### src/rtl/freq_divider_prog.sv
// -----------------------------------------------------------------------------
// freq_divider_prog
//
// Runtime-programmable 50%-duty clock divider with start/stop control, a
// configurable idle level, glitch-free divisor reload at full-period
// boundaries, and single-cycle edge strobes for logic in the Clk_in domain.
//
// Parameters
//   CNT_W       width of the half-period counter and divisor registers
//   DIV_RESET   half-period (in Clk_in cycles) loaded by reset; must be >= 1
//   IDLE_LEVEL  Clk_out level while stopped (CPOL)
//
// Ports
//   Clk_in     in   1      system clock, all logic on posedge
//   Rst_n      in   1      asynchronous active-low reset (release is synchronised)
//   En         in   1      run request, level-sensitive
//   Half_div   in   CNT_W  new half-period value in Clk_in cycles
//   Div_load   in   1      strobe: capture Half_div as the pending divisor
//   Div_busy   out  1      a pending divisor has not yet been applied
//   Clk_out    out  1      divided clock (registered)
//   Rise_stb   out  1      1 in the cycle Clk_out has just become 1
//   Fall_stb   out  1      1 in the cycle Clk_out has just become 0
//   Running    out  1      state is not IDLE
//   State_dbg  out  2      current FSM state (IDLE=0, RUN=1, STOPPING=2)
//
// Handshake: Div_load is a one-cycle strobe with no back-pressure. Every
// strobe is accepted; a strobe while Div_busy=1 overwrites the pending value
// (last write wins). Div_busy falls on the edge that copies the pending value
// into the active half-period.
// -----------------------------------------------------------------------------
module freq_divider_prog #(
  parameter int unsigned CNT_W      = 16,
  parameter int unsigned DIV_RESET  = 5,
  parameter bit          IDLE_LEVEL = 1'b0
) (
  input  logic             Clk_in,
  input  logic             Rst_n,
  input  logic             En,
  input  logic [CNT_W-1:0] Half_div,
  input  logic             Div_load,
  output logic             Div_busy,
  output logic             Clk_out,
  output logic             Rise_stb,
  output logic             Fall_stb,
  output logic             Running,
  output logic [1:0]       State_dbg
);

  // A zero reset half-period would make the counter compare against all-ones
  // and break the period arithmetic, so refuse to elaborate.
  if (DIV_RESET == 0) begin : g_bad_div_reset
    $error("freq_divider_prog: DIV_RESET must be at least 1");
  end

  localparam logic [1:0] ST_IDLE = 2'd0;
  localparam logic [1:0] ST_RUN  = 2'd1;
  localparam logic [1:0] ST_STOP = 2'd2;

  localparam logic [CNT_W-1:0] HP_RESET = CNT_W'(DIV_RESET);
  localparam logic [CNT_W-1:0] ONE      = CNT_W'(1);
  localparam logic             IDLE_LVL = IDLE_LEVEL;

  // ---------------------------------------------------------------------------
  // Reset synchroniser: assertion reaches every flop immediately, release is
  // aligned to Clk_in so no flop sees a release near its active edge.
  // ---------------------------------------------------------------------------
  logic [1:0] rst_sync_q;
  logic [1:0] rst_sync_d;
  logic       rst_int_n;

  always_comb begin
    rst_sync_d = {rst_sync_q[0], 1'b1};
  end

  always_ff @(posedge Clk_in or negedge Rst_n) begin
    if (!Rst_n) begin
      rst_sync_q <= 2'b00;
    end else begin
      rst_sync_q <= rst_sync_d;
    end
  end

  assign rst_int_n = rst_sync_q[1];

  // ---------------------------------------------------------------------------
  // State
  // ---------------------------------------------------------------------------
  logic [1:0]       state_q, state_d;
  logic [CNT_W-1:0] cnt_q,   cnt_d;
  logic [CNT_W-1:0] hp_q,    hp_d;
  logic [CNT_W-1:0] pend_q,  pend_d;
  logic             busy_q,  busy_d;
  logic             clk_q,   clk_d;
  logic             rise_q,  rise_d;
  logic             fall_q,  fall_d;

  logic [CNT_W-1:0] hp_m1;
  logic             toggle;
  logic             to_idle;
  logic             apply;

  always_comb begin
    state_d = state_q;
    cnt_d   = cnt_q;
    hp_d    = hp_q;
    pend_d  = pend_q;
    busy_d  = busy_q;
    clk_d   = clk_q;
    rise_d  = 1'b0;
    fall_d  = 1'b0;

    // HP is never 0, so HP-1 cannot wrap.
    hp_m1   = hp_q - ONE;
    toggle  = (state_q != ST_IDLE) && (cnt_q == hp_m1);
    // The toggle that brings Clk_out back to the idle level closes a full
    // period; it is the only point where stopping or a reload may take effect.
    to_idle = toggle && (clk_q != IDLE_LVL);

    case (state_q)
      ST_IDLE: begin
        cnt_d = '0;
        clk_d = IDLE_LVL;
        if (En) begin
          state_d = ST_RUN;
        end
      end

      ST_RUN, ST_STOP: begin
        if (toggle) begin
          cnt_d  = '0;
          clk_d  = ~clk_q;
          rise_d = ~clk_q;
          fall_d = clk_q;
        end else begin
          cnt_d = cnt_q + ONE;
        end

        if (state_q == ST_RUN) begin
          // Dropping En on the closing toggle stops at once; otherwise the
          // current period is finished in STOPPING.
          if (!En) begin
            state_d = to_idle ? ST_IDLE : ST_STOP;
          end
        end else begin
          // En is deliberately ignored here so a started period always completes.
          if (to_idle) begin
            state_d = ST_IDLE;
          end
        end
      end

      default: begin
        state_d = ST_IDLE;
        cnt_d   = '0;
        clk_d   = IDLE_LVL;
      end
    endcase

    // Apply the pending divisor using the value held before this edge; a load
    // on the same edge is captured afterwards and keeps busy set.
    apply = busy_q && ((state_q == ST_IDLE) || to_idle);
    if (apply) begin
      hp_d   = pend_q;
      busy_d = 1'b0;
    end

    if (Div_load) begin
      pend_d = (Half_div == '0) ? ONE : Half_div;
      busy_d = 1'b1;
    end
  end

  always_ff @(posedge Clk_in or negedge rst_int_n) begin
    if (!rst_int_n) begin
      state_q <= ST_IDLE;
      cnt_q   <= '0;
      hp_q    <= HP_RESET;
      pend_q  <= HP_RESET;
      busy_q  <= 1'b0;
      clk_q   <= IDLE_LVL;
      rise_q  <= 1'b0;
      fall_q  <= 1'b0;
    end else begin
      state_q <= state_d;
      cnt_q   <= cnt_d;
      hp_q    <= hp_d;
      pend_q  <= pend_d;
      busy_q  <= busy_d;
      clk_q   <= clk_d;
      rise_q  <= rise_d;
      fall_q  <= fall_d;
    end
  end

  assign Div_busy  = busy_q;
  assign Clk_out   = clk_q;
  assign Rise_stb  = rise_q;
  assign Fall_stb  = fall_q;
  assign Running   = (state_q != ST_IDLE);
  assign State_dbg = state_q;

endmodule
### config.mk
export PLATFORM = sky130hd
export DESIGN_NAME = freq_divider_prog
export DESIGN_NICKNAME = d
export VERILOG_FILES = /design/src/rtl/freq_divider_prog.sv
export SDC_FILE = /design/constraint.sdc
export NUM_CORES = 1
export LEC_CHECK = 0
export BUFFER_PORTS_ARGS = -buffer_cell sky130_fd_sc_hd__buf_2
export CORE_ASPECT_RATIO = 0.75
export CORE_MARGIN = 3
export CORE_UTILIZATION = 65
export DETAILED_ROUTE_END_ITERATION = 12
export GPL_ROUTABILITY_DRIVEN = 0
export HOLD_SLACK_MARGIN = 0.12
export PLACE_DENSITY = 0.85
export REMOVE_ABC_BUFFERS = 1
export SKIP_CTS_REPAIR_TIMING = 1
export SYNTH_ARGS = -nofsm -noshare
export SYNTH_HDL_FRONTEND = slang
export SYNTH_SLANG_ARGS = --single-unit
### constraint.sdc
create_clock -name Clk_in -period 2.48 [get_ports Clk_in]
set_input_delay 0.124 -clock Clk_in [delete_from_list [all_inputs] [get_ports Clk_in]]
set_output_delay 0.124 -clock Clk_in [all_outputs]
set_load 0.02 [all_outputs]
# Word-level counts from Yosys, hierarchy flattened
# Index checks and enable logic that the tools add are counted.
# word_totals
ff_bits	56
elab_cells	46
# classes
add_sub_neg	2
eq_ne	7
muxes	17
n_bitwise	1
n_reduce_logical	10
# ops
op	count
2-to-1 mux 16 bit	3
adder 16 x 1 -> 16 bit (second input constant)	1
== test 16 bit	1
logical NOT 16 bit	1
subtractor 16 x 1 -> 16 bit (second input constant)	1
2-to-1 mux 2 bit	5
2-to-1 mux 1 bit	8
!= test 3 bit (second input constant)	2
!= test 2 bit (second input constant)	2
one-hot mux 2 bit (2 select lines)	1
nonzero test 2 bit	2
logical AND 1 bit	3
AND reduction 3 bit	1
== test 2 x 1 -> 1 bit (second input constant)	1
== test 2 bit (second input constant)	1
logical NOT 2 bit	1
OR reduction 2 bit	1
logical OR 1 bit	1
inverter 1 bit	1

# Logic depth before layout (Yosys ltp)
# Gate-level depths: netlist of run 1.
# logic_depth
depth_word	8
depth_mapped	13
depth_no_buf	9

# Least setup slack after synthesis of run 1
# Ideal clock, no wire load.
# synth_path
path_type	register to register
from	reg hp_q[0]
to	reg hp_q[10]
arrival_ns	3.154
slack_ns	-0.800
stages_incl_launch_ff	13
path_buffers	4
synth_period_minus_slack_ns	3.280
path_cell_list	dfstp_2 > clkbuf_1 > inv_1 > ha_1 > or4b_1 > buf_2 > nor4b_1 > xnor2_1 > nand2b_1 > or4_4 > buf_6 > buf_6 > a311o_1
# synth_between
elab_chain_cells	6
# synth_lines
item	line	rtl
start: declaration	90	logic [CNT_W-1:0] hp_q, hp_d;
start signal: assignment	186	hp_q <= hp_d;
subtractor 16 x 1 -> 16 bit	113	hp_m1 = hp_q - ONE;
== test 16 bit	114	toggle = (state_q != ST_IDLE) && (cnt_q == hp_m1);
logical AND 1 bit	114	
logical AND 1 bit	117	to_idle = toggle && (clk_q != IDLE_LVL);
logical OR 1 bit	161	apply = busy_q && ((state_q == ST_IDLE) || to_idle);
logical AND 1 bit	161	
# No other way between the ends.
# A chain may end at the register's enable or synchronous reset.

# Worst setup path in the final report of run 1
# layout_path
from	reg hp_q[1]
to	reg hp_q[3]
# Same word-level chain as after synthesis.

==> flow_summary.toml, run 1 <==
[run_status]
run_status = "complete, but fails checks"
violations = "setup timing"

[setup_path]
slowest_stage = "or4_4"
cp_capture_type = "register"
crit_family = "simple AND/OR/NAND/NOR gates"
crit_path_max_fanout = 7
slowest_stage_delay_cp_ps = 680
path_cells = "inv_2 > ha_4 > or4b_4 > or3_4 > o22ai_2 > a32oi_2 > or4_4 > buf_6 > mux2_2 > nand2_2"
critPathRequiredTime_ps = 2750
timing.setup.critical_path_class = "reg -> reg"
path_buf_inv = 2
cp_data_arrival_time_ps = 3320
startpoint_type = "register"

[place]
dpl.hpwl_mm = 6.34
dp_cells = 507
io_buffer_count = 26

[pwr]
total_leakage_power_nw = 1.87
powerDensity_nw_per_um2 = 837
vdd.ir_drop.worst_mv = 0.722

[sta]
transition_time_at_the_pin_with_the_least_slew_margin_ps = 696
timing.final.setup_violations = 38
fmaxAchievable_mhz = 328
report.final.slew_viol_count = 0
min_period_ps = 3050
hold_viol = 0
layout_setup_ws_ps = -570
clock-skew-final_ps = 20.3
period_share = 1.23
grt_setup_unrepaired = "yes"
timing.max_slew.rel_slack = 0.536

[clock_tree]
cts_buffers = 5
clock-sinks = 56
cts_max_level = 2
cts.root.buffer_cell = "clkbuf_8"
clock_path_buffers = 2
tritoncts = "yes"
clkLatencyLatePin_ps = 330
clkSlewWorstSetupHoldPaths_ps = 100

[synth]
ys_ff_latch = 56
synth-warning-count = 0
synthDominantCellAreaShare = 0.376
synth_area_leader_cell = "dfrtp_1"
synthesis.area_per_instance_um2 = 9.04
number_of_synthesized_flops_with_an_enable_pin = 0
synthesis.area_um2 = 3460
yosysSeqAreaShare = 0.406
synth_top_cells_by_area = "dfrtp_1 (38%), mux2_2 (6.8%), xnor2_1 (5.1%)"
ys_dominant_reg_cell = "dfrtp_1"
syn_inst = 383
synth_cell_type_count = 54
synth-async-reset-ratio = 1.00

[worst_hold_path]
timing.hold.worst.class = "in -> reg"

[cells_and_area]
final_common_cell = "dfrtp_1"
post_layout_nonfiller_instances = 534
num_antenna_cells = 0
area_growth_pct = 25.5
total_number_of_nets_in_the_final_design = 487
layout_cell_share_with_drive_strength_beyond_1 = 0.297
layout.cells.most_common_list = "dfrtp_1 (51), buf_4 (50), nand2_1 (44), nor2_1 (42), buf_2 (26)"
postLayoutCoreUtil = 0.868

[detailed_routing]
detail_route.wirelength_mm = 10.4
starting_drt_drc_count = 534
wl_per_cell_um = 19.5
route.vias.total = 3450
drt_pass1_iterations = 7
detail_route.drc_violations = 0
post_drt_via_cell_ratio = 6.46
ant_nets = 0

[die]
ioPinCount = 27
dieHeight_um = 69.2
fp-row-count = 22
die_width_um = 90.3
core-area_um2 = 5010
die_area_um2 = 6250
start_util = 0.691

[global_route]
via_count_of_the_first_global_routing_pass = 3160
grt_max_degree = 55
antenna_found_initial = 0
grt_first_pass_wirelength_mm = 15.0
grt_remaining_overflow = 0
grtUsageTotal = 0.295

[flow_run]
timing.max_cap.violations = 0
==> logic make-up after synthesis <==
logic type / synth area share
xor gates and xnor gates: 0.0986
other: 0.00108
buffers and inverters: 0.0564
DFF: 0.406
muxes: 0.0770
AOI/OAI and AO/OA: 0.134
adders and majority gates: 0.0217
and+or+nand+nor: 0.206
==> registers in the layout (all words and copies together) (netlist names) <==
signal,flops
Div_busy,1
hp_q,16
cnt_q,16
rst_sync_q,2
Clk_out,1
Rise_stb,1
State_dbg,2
pend_q,16
Fall_stb,1
==> path summary, 6_finish.rpt <==
path | start | endpoint | slack, ps | depth (start not counted)
worst min-delay path | Half_div[0] | pend_q[0] | 180 | 3
min in group asynchronous | rst_sync_q[1] | pend_q[11] | 390 | 1
worst max-delay path | hp_q[1] | hp_q[3] | -570 | 10
worst max register to register | hp_q[1] | hp_q[3] | -570 | 10
max in group asynchronous | rst_sync_q[1] | cnt_q[8] | 1640 | 1
worst min register to register | rst_sync_q[0] | rst_sync_q[1] | 370 | 0
==> area by class of cell <==
type / instances / area, um2
well taps: 72 / 90.1
flip-flops and latches: 56 / 1410
inverters: 17 / 63.8
multi-input cells: 284 / 1970
repair buffers: 97 / 729
fillers: 260 / 662
clock buffers: 6 / 72.6
clock inverters: 2 / 12.5
==> synthesized netlist by cell type, types with 2 or more instances <==
| cell type | n |
|---|---|
| a211o_1 | 3 |
| o211ai_1 | 4 |
| dfstp_2 | 4 |
| nor3_1 | 9 |
| nand3_1 | 15 |
| inv_1 | 17 |
| a22oi_1 | 7 |
| a311o_1 | 8 |
| and3_1 | 6 |
| buf_2 | 3 |
| clkbuf_1 | 21 |
| a41oi_1 | 2 |
| nor2_1 | 46 |
| nor2b_1 | 2 |
| nand2_1 | 45 |
| mux2_2 | 21 |
| nand4_1 | 5 |
| o21ai_0 | 13 |
| dfrtp_1 | 52 |
| buf_6 | 3 |
| mux2i_1 | 3 |
| nor4_1 | 8 |
| a31oi_1 | 3 |
| xor2_1 | 19 |
| a221oi_1 | 6 |
| xnor2_1 | 20 |
| or3_1 | 3 |
| a21oi_1 | 2 |
| ha_1 | 6 |
| o21a_1 | 2 |
| nand2b_1 | 2 |
==> report_power, final <==
part	switching (mW)	internal (mW)	total, mW
logic	1.07	0.806	1.88
clock network	0.313	0.199	0.511
registers	0.163	1.08	1.25
==> per-layer routing <==
metal / share of wire / up-vias / wire length, um / global-route usage
li1: - / 1508 / - / -
met1: 0.39 / 1611 / 4040 / 0.409
met2: 0.47 / 247 / 4860 / 0.483
met3: 0.091 / 84 / 946 / 0.0369
met4: 0.054 / 0 / 567 / 0.0985
met5: 0 / - / 0 / 0
==> metrics by stage <==
stage	area (um2)	hold WS [ps]	power, mW	setup slack, ps	TNS, ps
3_3_place_gp	3970	-90.8	2.86	-504	-15890
3_5_place_dp	3970	-89.8	2.96	-606	-19580
2_1_floorplan	3330	-172	2.27	-760	-22530
6_report	4350	183	3.64	-570	-18960
4_1_cts	4060	-434	3.46	-649	-21010
5_1_grt	4350	190	3.86	-622	-20910
==> worst min-delay path, cell delays in order <==
cell	delay (ps)
buf_2	80
a41oi_1	40
a21oi_1	200
Note: power is estimated with default switching activity, not from simulation.
==> inputs of run 2 (changes only) <==
- CORE_UTILIZATION: 65 -> 23
- CTS_BUF_LIST: default -> sky130_fd_sc_hd__clkbuf_4
- PLACE_DENSITY: 0.85 -> default
- RECOVER_POWER: default -> 100
==> run 2 against run 1 <==
  * The run still ends with setup timing left
  * Clock-buffer cell count is 1 lower
  * Sequential cell count unchanged
  * Worst hold slack worse by 50 ps
  * Critical path type unchanged
  * Worst setup slack improved by 5.2 ps
  * Clock skew fell by 7.4 ps
  * Cell area grew 7.0%
==> flow_summary.toml, run 2 (synthesized netlist as in run 1, its figures left out) <==
[clock_tree]
clock_path_buffers = 2
tritoncts = "yes"
cts.root.buffer_cell = "clkbuf_4"
clkSlewWorstSetupHoldPaths_ps = 180
clkLatencyLatePin_ps = 400
cts_buffers = 5
cts_max_level = 2
clock-sinks = 56

[global_route]
grt_first_pass_wirelength_mm = 15.6
grtUsageTotal = 0.113
grt_remaining_overflow = 0
grt_max_degree = 30
via_count_of_the_first_global_routing_pass = 3108
antenna_found_initial = 0

[detailed_routing]
post_drt_via_cell_ratio = 4.81
detail_route.drc_violations = 0
wl_per_cell_um = 14.8
starting_drt_drc_count = 295
ant_nets = 0
drt_pass1_iterations = 6
detail_route.wirelength_mm = 10.0
route.vias.total = 3254

[cells_and_area]
reg_top3 = "cnt_q (16), hp_q (16), pend_q (16)"
layout.cells.most_common_list = "buf_4 (62), dfrtp_1 (51), nand2_1 (43), nor2_1 (41), buf_2 (26)"
final_common_cell = "buf_4"
register_area_um2 = 1410
multi_input_area_um2 = 2030
layout_cell_share_with_drive_strength_beyond_1 = 0.324
area_growth_pct = 34.3
final_design_area_no_fill_um2 = 4650
total_number_of_nets_in_the_final_design = 500
fillerInstances = 1528
post_layout_nonfiller_instances = 676

[sta]
timing.final.setup_violations = 37
transition_time_at_the_pin_with_the_least_slew_margin_ps = 647
period_share = 1.23
layout_setup_ws_ps = -565
grt_setup_unrepaired = "yes"
fin_hold_ws_ps = 133
min_period_ps = 3040
report.final.slew_viol_count = 0
timing.max_slew.rel_slack = 0.569
clock-skew-final_ps = 12.9
fmaxAchievable_mhz = 328
hold_viol = 0

[worst_hold_path]
timing.hold.worst_endpoint = "pend_q[0]"
worstHoldStart = "Div_load"
timing.hold.worst.class = "in -> reg"
min_path_cells = 3

[flow_run]
timing.max_cap.violations = 0

[setup_path]
path_buf_inv = 2
slowest_stage_delay_cp_ps = 610
critPathRequiredTime_ps = 2780
regToRegStartpoint = "hp_q[1]"
crit_path_max_fanout = 7
cp_data_arrival_time_ps = 3340
cp_capture_type = "register"
crit_family = "simple AND/OR/NAND/NOR gates"
worst_reg_to_reg_path_cell_count = 9
path_cells = "inv_1 > ha_1 > or4b_4 > or3_4 > o22ai_2 > a32oi_2 > or4_4 > buf_12 > a311o_1"
startpoint_type = "register"
r2r_slack_ps = -560
timing.setup.critical_path_class = "reg -> reg"
endpoint_of_the_most_critical_register_to_register_path = "hp_q[15]"
slowest_stage = "or4_4"

[place]
io_buffer_count = 26
dp_cells = 641
dpl.hpwl_mm = 7.13
postPlaceCellArea_um2 = 4190

[pwr]
powerDensity_nw_per_um2 = 759
vdd.ir_drop.worst_mv = 0.752
total_leakage_power_nw = 1.98

[run_status]
run_status = "complete, but fails checks"
violations = "setup timing"

[die]
core-area_um2 = 14600
start_util = 0.237
ioPinCount = 27
die_width_um = 148
dieHeight_um = 112
die_area_um2 = 16600
fp-row-count = 38
run 2: cell count changes in the layout (fill, tap and decap cells not counted), sizes merged:
cell	previous run	this run
clkbuf	6	5
clkinv	1	2
clkinvlp	1	0
buf	80	91
diode	0	1
dlygate4sd3	17	19
inv	17	18
run 2: stage by stage:
step	setup TNS, ps	setup slack, ps	power [mW]	util
after floorplan	-22530	-760	2.27	-
after global placement	-16950	-535	2.94	0.287
after detailed placement	-19790	-652	3.01	0.287
after CTS	-21380	-698	3.44	0.291
after global routing	-21920	-670	3.80	0.318
final	-17470	-565	3.53	0.319
run 2: worst register-to-register path: stages (launching register included):
cell	delay, ps
dfrtp_1	420
inv_1	60
ha_1	140
or4b_4	530
or3_4	400
o22ai_2	150
a32oi_2	90
or4_4	610
buf_12	180
a311o_1	340
run 2: where the power goes:
part	leakage [nW]	total [mW]	internal [mW]	switching, mW
clock	0.0330	0.429	0.110	0.318
sequential	0.666	1.23	1.08	0.147
combinational	1.28	1.87	0.857	1.02
run 2: how the worst max path moves through the flow:
stage | start | endpoint | slack, ps | cells past startpoint
CTS | hp_q[1] | State_dbg[0] | -700 | 11
detailed placement | hp_q[1] | State_dbg[0] | -650 | 11
floorplan | hp_q[1] | State_dbg[0] | -760 | 9
global placement | hp_q[1] | State_dbg[0] | -530 | 11
finish | hp_q[1] | hp_q[15] | -560 | 9
global route | hp_q[1] | hp_q[13] | -670 | 9
run 2: cell type report:
class                   count  share of cell area
multi-input cells         284               0.436
flip-flops and latches     56               0.303
repair buffers            110               0.182
well taps                 200              0.0538
inverters                  17              0.0137
clock buffers               5             0.00807
clock inverters             3             0.00377
diodes                      1            0.000538
run 2: metal layers:
layer  global-route usage  routed length [um]  share of wire
met3               0.0210                 557          0.056
met5                    0                   0              0
met4               0.0186                  93         0.0093
met2                0.168                4450           0.44
met1                0.173                4910           0.49
